--- src/rtl/atm_kp_pkg.sv ---
// Shared constants and types for the ATM keypad front-end.
//   KEY_*  : keypad codes with a control meaning (digits are 0-9)
//   OP_*   : operation codes as understood by the ATM core
//   kp_state_t : entry FSM state, also exported on entry_state
package atm_kp_pkg;

  localparam logic [3:0] KEY_ENTER  = 4'hA;
  localparam logic [3:0] KEY_CANCEL = 4'hB;
  localparam logic [3:0] KEY_CLEAR  = 4'hC;

  localparam logic [2:0] OP_NONE       = 3'd0;
  localparam logic [2:0] OP_BALANCE    = 3'd3;
  localparam logic [2:0] OP_WITHDRAW   = 3'd4;
  localparam logic [2:0] OP_DEPOSIT    = 3'd5;
  localparam logic [2:0] OP_CHANGE_PIN = 3'd6;

  typedef enum logic [2:0] {
    IDLE   = 3'd0,
    ACC    = 3'd1,
    PIN    = 3'd2,
    OP     = 3'd3,
    AMT    = 3'd4,
    NEWPIN = 3'd5,
    REQ    = 3'd6
  } kp_state_t;

  function automatic logic is_digit(input logic [3:0] k);
    return k <= 4'd9;
  endfunction

endpackage

--- src/rtl/atm_bcd_pin_collector.sv ---
// Four-digit packed-BCD shift register, first digit ends up in [15:12].
// Ports:
//   clk, rst    : clock, synchronous active-high reset
//   clr         : synchronous clear of value and digit count
//   shift       : shift digit in (ignored once four digits are held)
//   digit       : BCD digit to shift in
//   value       : collected digits
//   full_c      : four digits held
//   enter_ok_c  : entry may be confirmed with ENTER
module atm_bcd_pin_collector
  import atm_kp_pkg::*;
(
  input  logic        clk,
  input  logic        rst,
  input  logic        clr,
  input  logic        shift,
  input  logic [3:0]  digit,
  output logic [15:0] value,
  output logic        full_c,
  output logic        enter_ok_c
);

  logic [2:0] count;

  assign full_c     = (count == 3'd4);
  assign enter_ok_c = (count == 3'd4);

  // Shift MSB-first; a fifth digit is dropped.
  always_ff @(posedge clk) begin
    if (rst || clr) begin
      value <= '0;
      count <= '0;
    end else if (shift && !full_c) begin
      value <= {value[11:0], digit};
      count <= count + 3'd1;
    end
  end

endmodule

--- src/rtl/atm_keypad_entry.sv ---
// ATM keypad front-end: assembles keypresses into one request (account, PIN,
// operation, amount or new PIN) and offers it to the core via valid/ready.
// Optional feature macro: ATM_KP_TIMEOUT_EN (inactivity abort).
// Ports:
//   clk, rst        : clock, synchronous active-high reset
//   key_valid/code  : one-cycle key strobe and its code
//   req_ready       : core accepts request
//   req_valid       : request fields valid and held
//   operation       : 3..6 = BALANCE/WITHDRAW/DEPOSIT/CHANGE_PIN
//   acc_num         : account index
//   pin, newPin     : packed BCD PINs
//   amount          : binary amount
//   entry_state     : current FSM state
//   timeout_pulse   : one-cycle pulse on inactivity abort
module atm_keypad_entry
  import atm_kp_pkg::*;
#(
  parameter int unsigned AMT_DIGITS     = 6,
  parameter int unsigned TIMEOUT_CYCLES = 1000000
) (
  input  logic        clk,
  input  logic        rst,
  input  logic        key_valid,
  input  logic [3:0]  key_code,
  input  logic        req_ready,
  output logic        req_valid,
  output logic [2:0]  operation,
  output logic [3:0]  acc_num,
  output logic [15:0] pin,
  output logic [15:0] newPin,
  output logic [31:0] amount,
  output logic [2:0]  entry_state,
  output logic        timeout_pulse
);

  localparam int unsigned AMT_W = 32;
  localparam int unsigned CNT_W = 4;
  localparam int unsigned TO_W  = 32;

  if (AMT_DIGITS == 0 || AMT_DIGITS > 9) begin : g_bad_amt_digits
    $error("atm_keypad_entry: AMT_DIGITS must be 1..9");
  end
  if (TIMEOUT_CYCLES < 2) begin : g_bad_timeout
    $error("atm_keypad_entry: TIMEOUT_CYCLES must be >= 2");
  end

  kp_state_t state, state_next;
  logic [CNT_W-1:0] amt_cnt;
  logic digit;
  logic timeout_hit;
  logic acc_load, acc_clr, pin_shift, pin_clr, np_shift, np_clr;
  logic op_load, op_clr, amt_add, amt_clr, clear_all;
  logic pin_full_c, pin_ok_c, np_full_c, np_ok_c;

  assign digit       = is_digit(key_code);
  assign entry_state = state;

  // State register.
  always_ff @(posedge clk) begin
    if (rst) state <= IDLE;
    else     state <= state_next;
  end

  // Next-state and field-update strobes.
  always_comb begin
    state_next = state;
    acc_load   = 1'b0;
    acc_clr    = 1'b0;
    pin_shift  = 1'b0;
    pin_clr    = 1'b0;
    np_shift   = 1'b0;
    np_clr     = 1'b0;
    op_load    = 1'b0;
    op_clr     = 1'b0;
    amt_add    = 1'b0;
    amt_clr    = 1'b0;
    clear_all  = 1'b0;
    if (timeout_hit) begin
      state_next = IDLE;
      clear_all  = 1'b1;
    end else if (state == REQ) begin
      // Keys are ignored while the request is offered.
      if (req_valid && req_ready) begin
        state_next = IDLE;
        clear_all  = 1'b1;
      end
    end else if (key_valid) begin
      if (key_code == KEY_CANCEL) begin
        state_next = IDLE;
        clear_all  = 1'b1;
      end else begin
        unique case (state)
          IDLE: if (digit) begin
            acc_load   = 1'b1;
            state_next = ACC;
          end
          ACC: begin
            if (digit)                        acc_load   = 1'b1;
            else if (key_code == KEY_ENTER)   state_next = PIN;
            else if (key_code == KEY_CLEAR)   acc_clr    = 1'b1;
          end
          PIN: begin
            if (digit)                        pin_shift  = !pin_full_c;
            else if (key_code == KEY_ENTER)   state_next = pin_ok_c ? OP : PIN;
            else if (key_code == KEY_CLEAR)   pin_clr    = 1'b1;
          end
          OP: begin
            if (digit)                        op_load = (key_code >= 4'd1) && (key_code <= 4'd4);
            else if (key_code == KEY_CLEAR)   op_clr  = 1'b1;
            else if (key_code == KEY_ENTER) begin
              case (operation)
                OP_BALANCE:             state_next = REQ;
                OP_WITHDRAW, OP_DEPOSIT: state_next = AMT;
                OP_CHANGE_PIN:          state_next = NEWPIN;
                default:                state_next = OP;
              endcase
            end
          end
          AMT: begin
            if (digit)                        amt_add    = (amt_cnt < CNT_W'(AMT_DIGITS));
            else if (key_code == KEY_ENTER)   state_next = (amount != '0) ? REQ : AMT;
            else if (key_code == KEY_CLEAR)   amt_clr    = 1'b1;
          end
          NEWPIN: begin
            if (digit)                        np_shift   = !np_full_c;
            else if (key_code == KEY_ENTER)   state_next = np_ok_c ? REQ : NEWPIN;
            else if (key_code == KEY_CLEAR)   np_clr     = 1'b1;
          end
          default: state_next = IDLE;
        endcase
      end
    end
  end

  // Account, operation, amount and request-valid registers.
  always_ff @(posedge clk) begin
    if (rst || clear_all) begin
      acc_num   <= '0;
      operation <= OP_NONE;
      amount    <= '0;
      amt_cnt   <= '0;
      req_valid <= 1'b0;
    end else begin
      req_valid <= (state_next == REQ);
      if (acc_load)     acc_num   <= key_code;
      else if (acc_clr) acc_num   <= '0;
      if (op_load)      operation <= 3'(key_code) + 3'd2;
      else if (op_clr)  operation <= OP_NONE;
      if (amt_add) begin
        amount  <= amount * AMT_W'(10) + AMT_W'(key_code);
        amt_cnt <= amt_cnt + CNT_W'(1);
      end else if (amt_clr) begin
        amount  <= '0;
        amt_cnt <= '0;
      end
    end
  end

  atm_bcd_pin_collector u_pin (
    .clk        (clk),
    .rst        (rst),
    .clr        (pin_clr || clear_all),
    .shift      (pin_shift),
    .digit      (key_code),
    .value      (pin),
    .full_c     (pin_full_c),
    .enter_ok_c (pin_ok_c)
  );

  atm_bcd_pin_collector u_newpin (
    .clk        (clk),
    .rst        (rst),
    .clr        (np_clr || clear_all),
    .shift      (np_shift),
    .digit      (key_code),
    .value      (newPin),
    .full_c     (np_full_c),
    .enter_ok_c (np_ok_c)
  );

`ifdef ATM_KP_TIMEOUT_EN
  localparam logic [TO_W-1:0] TO_LAST = TO_W'(TIMEOUT_CYCLES - 1);
  logic [TO_W-1:0] idle_cnt;
  logic            entry_active;

  assign entry_active = (state != IDLE) && (state != REQ);
  // A key on the terminal cycle suppresses the abort.
  assign timeout_hit  = entry_active && !key_valid && (idle_cnt == TO_LAST);

  // Inactivity counter and abort pulse.
  always_ff @(posedge clk) begin
    if (rst) begin
      idle_cnt      <= '0;
      timeout_pulse <= 1'b0;
    end else begin
      timeout_pulse <= timeout_hit;
      if (key_valid || !entry_active || timeout_hit) idle_cnt <= '0;
      else                                           idle_cnt <= idle_cnt + TO_W'(1);
    end
  end
`else
  assign timeout_hit   = 1'b0;
  assign timeout_pulse = 1'b0;
`endif

endmodule

--- config.mk ---
export PLATFORM = sky130hd
export DESIGN_NAME = atm_keypad_entry
export DESIGN_NICKNAME = d
export VERILOG_FILES = /design/src/rtl/atm_kp_pkg.sv /design/src/rtl/atm_bcd_pin_collector.sv /design/src/rtl/atm_keypad_entry.sv
export SDC_FILE = /design/constraint.sdc
export NUM_CORES = 1
export LEC_CHECK = 0
export ABC_AREA = 1
export ABC_CLOCK_PERIOD_IN_PS = 5750
export CAP_MARGIN = 20
export CORE_MARGIN = 5
export CORE_UTILIZATION = 60
export CTS_CLUSTER_DIAMETER = 100
export DETAILED_ROUTE_END_ITERATION = 10
export GPL_ROUTABILITY_DRIVEN = 0
export PLACE_DENSITY = 0.85
export REMOVE_ABC_BUFFERS = 1
export SYNTH_ARGS = -nofsm -noshare
export SYNTH_HDL_FRONTEND = slang
export SYNTH_SLANG_ARGS = --single-unit
--- constraint.sdc ---
create_clock -name clk -period 5.75 [get_ports clk]
set_clock_uncertainty 0.2 [all_clocks]
set_input_delay 1.15 -clock clk [delete_from_list [all_inputs] [get_ports clk]]
set_output_delay 1.15 -clock clk [all_outputs]
set_load 0.01 [all_outputs]
==> out/qor.txt <==
CTS buffer count: 9
Final min period: 3.97 ns
Crit. End Element: flop
Vias/cell: 5.50
FF+latch count, synth: 85
outcome: completed
initial antenna violation count: 0
Avg Inst Size Synth: 6.21 sq um
Hold-fix buffers, CTS: 0
final worst-path cycle share: 69.1%
top_reg_cell synth: dfxtp_1
ANT cells: 0
min-delay worst type: flop to flop
post-synth cell types: 43
Crit-path slowest cell: clkdlybuf4s50_1
clk_lat worst skew: 0.37 ns
maxcap violations: 0
Pwr per Cell Area: 141 nW/um^2
met3 WL post-DR: 1380 microns
Buf/Inv on CP: 1
Layout Nets: 1,221
Worst Setup Start Kind: primary input
Top cell by count, worst path: nand2_1
Worst Slack Setup Final: 1.78 ns
Switch Pwr: 253 uW
M1 WL: 8040 microns
residual DRC count: 0
EDFF count, synth: 0
Slew @ Worst Pin: 0.809 ns
largest fanout on the critical path: 8
WP data arrival: 3.99 ns
H-tree depth: 3
TritonCTS clock tree: done
multi-input logic area: 4190 sq um
DR iter-0 viols: 527
Max-slew headroom: 46.0%
Peak VDD IR: 0.000201 V
Cell Area, Synth: 6680 sq um
Area after DPL: 7580 sq um
Post-Syn Instances: 1,076
global-route usage over all layers: 27.4%
P_int: 852 uW
critical path type: primary input to flop
CTS Root Cell: clkbuf_8
drt pass-1 iters: 7
Register Area: 1700 sq um
Detail Route Antenna Nets: 0
pin count of the biggest net entering global routing: 43
die height: 116 microns
Final Hold Viols: 0
setup tns final: 0 ns
Max stage delay on crit path: 0.67 ns
required time worst endpoint: 5.77 ns
DR WL/cell: 13.9 microns
Starting Density: 61.3%
DP Cell Count: 1,275
num ports: 84
Top Layer Used: met4
first-pass GRT wire length: 29,700 microns
Std-Cell Core Area: 10,900 sq um
Detail Placement HPWL: 13,800 microns
Clock Power Share: 41.7%
Gate power share: 4.6%
Post-Layout Cell Count: 1,293
Die ar.: 13,300 sq um
Sw Ratio: 22.9%
Final Power: 1.11 mW
vias in the first global route: 6,363
CTS sink count: 85
layout cells sized above 1: 5.38%
fill cell count: 940
fraction of registers with async set/reset: 0%
IO Port Bufs: 82
Seq/Total Area, Yosys: 25.5%
met2 routed WL: 8010 microns
Leak Pwr: 3.63 nW
Routed WL: 17,900 microns
vias: 7,117
Max Root-Sink Buffers: 2
Post-Place Setup Slack: 1.46 ns
Final setup viols: 0
Layout area overhead: 17.3%
# rows: 38
Gates resized, CTS repair: 0
CP Cell Sequence: clkdlybuf4s50_1 -> ha_1 -> fa_1 -> nand2_1 -> a21oi_2 -> nand2_1 -> nor2_1 -> nand2_1 -> nor2_1 -> nand3_2 -> nor2_4 -> nand2_2 -> nor2_4 -> nand2_2 -> nand2_1 -> o21bai_1 -> a21oi_1
RSZ-0062 raised after global routing: false
Post-CTS Setup Bufs: 0
Die Wd: 116 microns
max frequency: 252 MHz
total gr overflow: 0
synth warn: 0
Top delay family on crit path: simple AND/OR/NAND/NOR gates
max-slew violations: 0
Final Instance Area: 7830 sq um
clk slew on worst S/H paths: 0.08 ns
sequential fraction of design power: 53.7%
kinds of logic after synthesis:
family / count (synthesis) / share of synthesized area, %
other: 1 / 0.0561
DFF: 85 / 25.5
adders and majority gates: 65 / 12.4
and+or+nand+nor: 531 / 34.7
buffers and inverters: 205 / 11.7
AOI/OAI and AO/OA: 183 / 14.7
xor gates and xnor gates: 6 / 0.899
final timing paths:
kind / start / to / slack [ns] / depth (start not counted)
min reg2reg: u_pin.value[12] / u_pin.value[12] / 0.25 / 2
max: key_code[1] / amount[23] / 1.78 / 17
min: u_pin.value[12] / u_pin.value[12] / 0.25 / 2
max reg2reg: amount[1] / amount[26] / 2.11 / 19
routing by layer:
layer	vias to the layer above	GRT usage, %
met5	-	0
met4	0	9.23
met3	45	4.91
met2	277	43.4
met1	3170	37.8
li1	3625	-
cells in the final DEF (no fill, tap or decap), types with 26 or more instances in the layout:
cell type and n:
nand4_1 26, nand3_1 75, clkdlybuf4s50_1 82, inv_1 167, o21ai_0 59, ha_1 63, a21oi_1 105, nor2_1 68
dfxtp_1 85, nand2_1 309
registers in the layout, indices dropped and copies added, names as in the netlist:
register	flops
u_pin.value	16
acc_num	4
u_pin.count	3
u_newpin.count	3
amt_cnt	4
entry_state	3
req_valid	1
operation	3
amount	32
u_newpin.value	16
worst min-delay path: cells and delay by family (launching register included):
family / cells / cell delay [ns]
compound gates: 1 / 0.05
buf+inv: 1 / 0.05
flops: 1 / 0.32
cell usage after synthesis, drive strengths merged (2+ instances only):
master	number	area, sq um
and2	3	18.8
nor4	10	62.6
o221ai	3	26.3
o21ai	60	300
nor3	9	45.0
nand3	79	415
buf	9	47.5
a21oi	106	534
dfxtp	85	1700
nand2	318	1220
o211ai	2	15.0
a31oi	3	33.8
ha	63	788
inv	179	672
a21o	2	15.0
nor2	79	344
clkbuf	16	60.1
fa	2	40.0
xor2	3	33.8
o21bai	3	22.5
xnor2	3	26.3
nand4	26	163
or2	4	25.0
nand3b	3	22.5
final cells by class:
| cell class | instances | share of cell area [%] |
|---|---|---|
| sequential | 85 | 21.7 |
| clock inverter | 6 | 1.12 |
| multi-input combinational | 786 | 53.5 |
| tap | 140 | 2.24 |
| clock buffer | 10 | 1.63 |
| timing repair buffer | 86 | 11.1 |
| inverter | 180 | 8.63 |
metrics by stage:
step                      utilization (%)  hold WS (ns)
after floorplan                         -         0.225
after global placement               69.6         0.231
after detailed placement             69.6         0.239
after CTS                            71.6         0.251
after global routing                 71.9         0.280
final                                71.9         0.250
power groups by stage:
stage	Clock, mW	Combinational [mW]	Sequential, mW
4_1_cts	0.464	0.0501	0.593
6_report	0.461	0.0510	0.593
3_3_place_gp	0	0.0490	0.607
3_5_place_dp	0	0.0498	0.607
5_1_grt	0.496	0.0573	0.594
2_1_floorplan	0	0.0265	0.608
(Power assumes the default switching activity.)
